==> src/rtl/serial_pin_ctrl_pkg.sv <==
// Shared definitions for serial_pin_ctrl: state encoding and frame geometry.
// Frame length depends on the SERIAL_PIN_CTRL_FRAMING_EN macro (start/stop bits).
package serial_pin_ctrl_pkg;

   localparam logic ST_IDLE  = 1'b0;
   localparam logic ST_SHIFT = 1'b1;

   function automatic int frame_len(input int w);
`ifdef SERIAL_PIN_CTRL_FRAMING_EN
      return w + 2;
`else
      return w;
`endif
   endfunction

   // A one-bit frame still needs a one-bit counter.
   function automatic int cnt_width(input int n);
      return (n > 1) ? $clog2(n) : 1;
   endfunction

endpackage

==> src/rtl/serial_pin_ctrl_dffe.sv <==
// Clock-enabled IO output register. It has no reset: the controller forces
// e=1/d=IDLE during reset so the pin settles on the first clock edge.
module dffe_out (
   input  logic clk,
   input  logic d,
   input  logic e,
   output logic q
);

   // Pin register, loads only when enabled.
   always_ff @(posedge clk) begin
      if (e) begin
         q <= d;
      end
   end

endmodule

==> src/rtl/serial_pin_ctrl.sv <==
// Bit-serial sequencer driving one registered pin, LSB-first, programmable bit period.
// Optional start/stop framing is enabled by defining SERIAL_PIN_CTRL_FRAMING_EN.
module serial_pin_ctrl
   import serial_pin_ctrl_pkg::*;
#(
   parameter int   W     = 8,
   parameter int   DIV_W = 16,
   parameter logic IDLE  = 1'b1
) (
   input  logic             clk,
   input  logic             rst_n,
   input  logic [DIV_W-1:0] div,
   input  logic [W-1:0]     tx_data,
   input  logic             tx_valid,
   output logic             tx_ready,
   output logic             busy,
   output logic             pin
);

   localparam int N  = frame_len(W);
   localparam int BW = cnt_width(N);

   logic             state_r,   state_n;
   logic [N-1:0]     shift_r,   shift_n;
   logic [DIV_W-1:0] div_q_r,   div_q_n;
   logic [DIV_W-1:0] div_cnt_r, div_cnt_n;
   logic [BW-1:0]    bit_cnt_r, bit_cnt_n;
   logic             tx_ready_r, tx_ready_n;
   logic             busy_r,    busy_n;
   logic [N-1:0]     frame_s;
   logic             accept_s;
   logic             pin_d_s;
   logic             pin_e_s;

`ifdef SERIAL_PIN_CTRL_FRAMING_EN
   assign frame_s = {IDLE, tx_data, ~IDLE};
`else
   assign frame_s = tx_data;
`endif

   assign accept_s = tx_valid & tx_ready_r;
   assign tx_ready = tx_ready_r;
   assign busy     = busy_r;

   // State and datapath registers.
   always_ff @(posedge clk or negedge rst_n) begin
      if (!rst_n) begin
         state_r    <= ST_IDLE;
         shift_r    <= '0;
         div_q_r    <= '0;
         div_cnt_r  <= '0;
         bit_cnt_r  <= '0;
         tx_ready_r <= 1'b1;
         busy_r     <= 1'b0;
      end else begin
         state_r    <= state_n;
         shift_r    <= shift_n;
         div_q_r    <= div_q_n;
         div_cnt_r  <= div_cnt_n;
         bit_cnt_r  <= bit_cnt_n;
         tx_ready_r <= tx_ready_n;
         busy_r     <= busy_n;
      end
   end

   // Next-state and counter sequencing.
   always_comb begin
      state_n   = state_r;
      shift_n   = shift_r;
      div_q_n   = div_q_r;
      div_cnt_n = div_cnt_r;
      bit_cnt_n = bit_cnt_r;
      case (state_r)
         ST_IDLE: begin
            if (accept_s) begin
               state_n   = ST_SHIFT;
               shift_n   = frame_s;
               div_q_n   = div;
               div_cnt_n = div;
               bit_cnt_n = BW'(N - 1);
            end else begin
               state_n = ST_IDLE;
            end
         end
         ST_SHIFT: begin
            if (div_cnt_r != '0) begin
               div_cnt_n = div_cnt_r - DIV_W'(1);
            end else if (bit_cnt_r != '0) begin
               shift_n   = shift_r >> 1;
               div_cnt_n = div_q_r;
               bit_cnt_n = bit_cnt_r - BW'(1);
            end else if (accept_s) begin
               // Back-to-back frame: reload with no idle gap.
               shift_n   = frame_s;
               div_q_n   = div;
               div_cnt_n = div;
               bit_cnt_n = BW'(N - 1);
            end else begin
               state_n = ST_IDLE;
            end
         end
         default: begin
            state_n = ST_IDLE;
         end
      endcase
   end

   // Handshake outputs are registered from the next-state view of the counters.
   always_comb begin
      tx_ready_n = (state_n == ST_IDLE) || ((bit_cnt_n == '0) && (div_cnt_n == '0));
      busy_n     = (state_n == ST_SHIFT);
   end

   // Pin register drive: enable only on the first cycle of each bit period.
   always_comb begin
      pin_d_s = IDLE;
      pin_e_s = 1'b1;
      case (state_r)
         ST_IDLE: begin
            pin_d_s = IDLE;
            pin_e_s = 1'b1;
         end
         ST_SHIFT: begin
            pin_d_s = shift_r[0];
            pin_e_s = (div_cnt_r == div_q_r);
         end
         default: begin
            pin_d_s = IDLE;
            pin_e_s = 1'b1;
         end
      endcase
   end

   dffe_out u_pin_reg (
      .clk (clk),
      .d   (pin_d_s),
      .e   (pin_e_s),
      .q   (pin)
   );

endmodule
==> config.mk <==
export PLATFORM = sky130hd
export DESIGN_NAME = serial_pin_ctrl
export DESIGN_NICKNAME = d
export VERILOG_FILES = /design/src/rtl/serial_pin_ctrl_pkg.sv /design/src/rtl/serial_pin_ctrl_dffe.sv /design/src/rtl/serial_pin_ctrl.sv
export SDC_FILE = /design/constraint.sdc
export NUM_CORES = 1
export LEC_CHECK = 0
export BUFFER_PORTS_ARGS = -buffer_cell sky130_fd_sc_hd__buf_4
export CORE_MARGIN = 10
export CORE_UTILIZATION = 28
export CTS_CLUSTER_DIAMETER = 80
export DETAILED_ROUTE_END_ITERATION = 16
export GPL_TIMING_DRIVEN = 0
export SKIP_LAST_GASP = 1
export SYNTH_ARGS = -nofsm -noshare
export SYNTH_HDL_FRONTEND = slang
export SYNTH_SLANG_ARGS = --single-unit
==> constraint.sdc <==
create_clock -name clk -period 4.4 [get_ports clk]
set_clock_uncertainty 0.2 [all_clocks]
set_input_delay 0.22 -clock clk [delete_from_list [all_inputs] [get_ports clk]]
set_output_delay 0.22 -clock clk [all_outputs]
set_load 0.02 [all_outputs]
Word level (Yosys, flattened, before mapping)
Cells that the tools add are included.

Muxes and demuxes: 22. $add $sub $neg: 2. Bitwise operators: 3. Equality and inequality tests: 3. Reductions and logical operators: 7.

Operator list (number): $mux W16 (6); $pmux W16 S2 (2); $mux W8 (3); $eq A16 B16 Y1 (1); $logic_not A16 Y1 (1); $pmux W8 S2 (1); $reduce_bool A16 Y1 (1); $sub A16 B1 Y16 const B (1); $mux W3 (3); $pmux W1 S2 (3); $pmux W3 S2 (1); $ne A2 B2 Y1 const B (2); $logic_not A3 Y1 (1); $mux W1 (3); $reduce_bool A3 Y1 (1); $sub A3 B1 Y3 const B (1); $not A1 Y1 (2); $reduce_and A2 Y1 (1); $and A1 B1 Y1 (1); $logic_and A1 B1 Y1 (1); $logic_or A1 B1 Y1 (1).

Output and inout bits: 3. Register bits after elaboration: 46. Word-level logic and storage cells: 44. Bits of input ports: 27.

Logic depth before layout (Yosys ltp)
Word-level depth: 8. Mapped depth: 12. Gate-level depth less buffers: 9.

By module
A second synthesis with hierarchy kept.

Cells, all modules: 297. Area total of the unflattened synthesis: 2811.4 um2.

By module, submodules not included: serial_pin_ctrl (cells each 296, times used 1, area each 2781.4 um2, sequential area each 1127.3 um2); dffe_out (cells each 1, times used 1, area each 30.0 um2, sequential area each 30.0 um2).

Worst setup path after synthesis
OpenSTA, ideal clock, no wires.

Path kind: register to register. From: register div_cnt_r[6]. To: register tx_ready_r, in the netlist tx_ready. Path buffers: 1. Setup slack: 1.714 ns. Cell stages (with the launch flop): 9. Arrival: 2.400 ns. Data required time: 4.114 ns. Setup time: 0.086 ns. Period minus slack after synthesis: 2.686 ns. Cells stage by stage: dfrtp_1 > buf_6 > or4_4 > nor4_1 > xor2_1 > o22ai_1 > a22oi_1 > or4_1 > o31ai_2.

Elaborated cells on any way between the ends: 15. Those cells by class: add/sub (1); mux (8); bitwise (1); reduce/logical (5).

RTL lines: from (decl) (line serial_pin_ctrl.sv:26) `logic [DIV_W-1:0] div_cnt_r, div_cnt_n;`; from (signal assigned) (line serial_pin_ctrl.sv:59) `div_cnt_r <= div_cnt_n;`; $sub A16 B1 Y16 / $reduce_bool A16 Y1 (equally long branches) (line serial_pin_ctrl.sv:87, serial_pin_ctrl.sv:86); $mux W16 * (line serial_pin_ctrl.sv:86) `if (div_cnt_r != '0) begin`; $pmux W16 S2 * (line serial_pin_ctrl.sv:73) `case (state_r)`; via div_cnt_n[13] (line serial_pin_ctrl.sv:26); $logic_not A16 Y1 * (line serial_pin_ctrl.sv:110) `tx_ready_n = (state_n == ST_IDLE) || ((bit_cnt_n == '0) && (div_cnt_n == '0));`; $logic_and A1 B1 Y1 * (line serial_pin_ctrl.sv:110); $logic_or A1 B1 Y1 * (line serial_pin_ctrl.sv:110); via tx_ready_n (line serial_pin_ctrl.sv:28) `logic tx_ready_r, tx_ready_n;`; to (signal assigned) (line serial_pin_ctrl.sv:61) `tx_ready_r <= tx_ready_n;`; to (decl) (line serial_pin_ctrl.sv:28).

Mark *: on every way through the listed nets, which the timed path passes. The rest lies on a longest branch. A chain may end at the register's enable or synchronous reset.

Worst setup path in the final report
From: register div_cnt_r[0]. To: register tx_ready_r, in the netlist tx_ready.

The elaborated chain is that of the path after synthesis.

==> metrics.yaml <==
power:
  max-vdd-ir-drop_mv: 0.129
  leakagePower_nw: 1.52
  swShare_pct: 21.3
  seqPwrFrac_pct: 54.9
  p_int_mw: 0.607
  p_comb_share_pct: 5.4
  p_sw_mw: 0.164
  power_density_nw_per_um2: 219
  fin_total_pwr_mw: 0.771
  clkPwrFrac_pct: 39.7
drt:
  drc: 0
  vias: 2360
  viasPerCell: 5.04
  drt-total-wl_mm: 7.78
  ant_nets: 0
  dr.pass1.iters: 4
  drt_iter0_markers: 111
  post_drt_wl_per_cell_um: 16.6
logic_synthesis:
  syn_avg_cell_area_um2: 10.2
  synthArstFlopShare_pct: 97.8
  yosysTopAreaCell: "dfrtp_1"
  synthAdderAreaFrac_pct: 1.75
  synth_compound_area_share_pct: 11.9
  synth.distinct_cells: 52
  syn_area_um2: 2870
  synth_nets: 312
  synthMuxAreaShare_pct: 15.5
  netlist_instances: 281
  synth-seq-area-share_pct: 40.4
  synthTopCellsByCount: "44 x dfrtp_1, 26 x mux2_2, 22 x xor2_1, 21 x nor2_1, 15 x nand2_1"
  synth_edf_count: 1
  synth-xor-area-share_pct: 7.95
  yosysTopAreaCellShare_pct: 38.4
  ys_ff_latch: 46
  yosysMostFrequentCell: "dfrtp_1"
  synthSimpleGateAreaFrac_pct: 17.7
  yosys_warnings: 0
  synth.area.top_cells: "dfrtp_1 38%, mux2_2 10%, xor2_1 6.7%"
  synth_top_family_by_area: "simple AND/OR/NAND/NOR gates"
  synthFlopType: "dfrtp_1"
timing:
  fin_ws_ns: 1.19
  rsz0062_at_grt: "false"
  fin_tns_setup_ns: 0
  slew_headroom_pct: 52.4
  fin_crit_sh_pct: 73.0
  finalSetupViolations: 0
  fin_crit_ns: 3.21
  fmax_mhz: 311
  slew_violations: 0
  worst_pin_slew_ns: 0.714
  hold_viol_final: 0
cts:
  cts_root_buf: "clkbuf_8"
  cts_tree: "done"
  cts_buffer_depth: 2
  clkSinkCount: 46
  cts_max_level: 2
  cts_buffers: 5
  cts_setup_buffers: 0
  clk_pin_slew_ns: 0.08
  clock_latency_ns: 0.30
critical_path:
  cp-end-kind: "flip-flop"
  startpoint: "div_cnt_r[0]"
  worstSetupStartpointType: "flip-flop"
  worst-setup-path-type: "flip-flop to flip-flop"
  r2r_start: "div_cnt_r[0]"
  path_max_fanout: 6
  required_ns: 4.41
  reg2reg_setup_slack_ns: 1.19
  r2r_end: "tx_ready"
  r2r_cells: 8
  critPathArrivalTime_ns: 3.22
final_layout:
  utilization_pct: 35.8
  drive_gt1_share_pct: 27.2
  fin_nets: 365
  insertedDiodeCount: 0
  fill_cells: 991
  areaGrowthSynthToFinish_pct: 23.2
placement:
  gp_routability_congestion: 0.878
  dpl.hpwl_mm: 5.80
  port_buffers: 29
  dp_slack_ns: 1.23
global_route:
  grt_pass1_wl_mm: 12.5
  grt_max_degree: 46
  grt_overflow_total: 0
  antenna_found_initial: 0
  first_global_vias: 2400
  grt.total_usage_pct: 10.5
floorplanning:
  rows: 36
  die_y_um: 121
  io_pins: 30
  initial_core_util_pct: 29.0
  core_area_um2: 9860
  die_area_um2: 14700
  die_w_um: 121
min_path:
  hold_start: "tx_data[1]"
  hold_path_depth: 3
  min_to: "shift_r[1]"
  hold_path.class: "input port to flip-flop"
run_status:
  run_status: "complete, no violations"
job:
  drv_cap: 0
## power groups by stage
| stage | Combinational [mW] | Clock, mW | Sequential (mW) |
|---|---|---|---|
| 5_1_grt | 0.0467 | 0.330 | 0.424 |
| 3_5_place_dp | 0.0304 | 0 | 0.432 |
| 3_3_place_gp | 0.0302 | 0 | 0.432 |
| 2_1_floorplan | 0.000634 | 0 | 0.432 |
| 4_1_cts | 0.0431 | 0.314 | 0.424 |
| 6_report | 0.0417 | 0.306 | 0.423 |
## registers in the layout, indices dropped and copies added (netlist names)
register	count
div_cnt_r	16
div_q_r	16
shift_r	8
bit_cnt_r	3
busy	1
tx_ready	1
u_pin_reg.q	1
## final cells by class
cell class                 instances  area, um^2  share of cell area [%]
clock buffer                       8         110                    3.12
buffer                            20         119                    3.37
multi-input combinational        210        1570                    44.5
sequential                        46        1160                    32.8
tap                              133         166                    4.71
timing repair buffer              46         388                    11.0
inverter                           5        18.8                   0.532
## cell families (layout without fill, tap and decap cells)
family                   Yosys count  in the layout
XOR/XNOR                          26             26
flip-flops                        46             46
adder cells (fa/ha/maj)            4              4
multiplexers                      41             41
AO/OA/AOI/OAI                     53             53
buffers and inverters             25             79
AND/OR/NAND/NOR                   86             86
## layout by cell type (no fill, tap or decap), types with 2 or more instances in the layout
cell type	count
dfrtp_1	44
buf_4	32
mux2_2	26
xor2_1	22
nor2_1	21
dlygate4sd3_1	17
nand2_1	15
mux2i_1	14
a21oi_1	14
o21ai_0	13
nand3_1	11
buf_2	8
o22ai_1	8
clkbuf_8	8
nor4_1	6
inv_1	5
clkbuf_1	4
nor3_1	4
nand4_1	4
a22oi_1	4
xnor2_1	4
ha_1	4
buf_6	3
nand2b_1	3
or3_1	3
nor4_4	2
and4_1	2
a31oi_1	2
or4_4	2
or4_1	2
buf_1	2
o31ai_1	2
and3_1	2
a211oi_1	2
## metal layers
layer	GRT usage, %	routed length [um]
met3	2.19	300
met4	3.28	157
met2	17.3	3770
met1	13.5	3550
met5	0	0
## how the worst max path moves through the flow
stage,end,cells past startpoint,slack (ns)
after floorplan,tx_ready,8,1.71
after global placement,tx_ready,8,1.23
after detailed placement,tx_ready,8,1.23
after CTS,tx_ready,8,1.21
after global routing,tx_ready,12,1.03
final,tx_ready,8,1.19
## per-stage QoR
stage,hold WS (ns),std cells,area (um^2)
6_report,0.0264,468,3530
5_1_grt,0.0206,468,3530
2_1_floorplan,-0.276,281,2870
4_1_cts,0.0171,468,3530
3_5_place_dp,0.0702,443,3250
3_3_place_gp,0.0690,443,3250
## repair_timing
item,4_1_cts,5_1_grt
hold endpoints to repair,60,0
gates resized for setup,0,0
hold buffers,17,0
## worst max-delay path: stages (launching register included)
cell	delay, ns
dfrtp_1	0.44
inv_1	0.12
ha_1	0.17
nor4b_2	0.39
nand4_1	0.39
o21ai_2	0.41
a22oi_1	0.17
or4_1	0.58
o31ai_2	0.25
(Power assumes the default switching activity.)
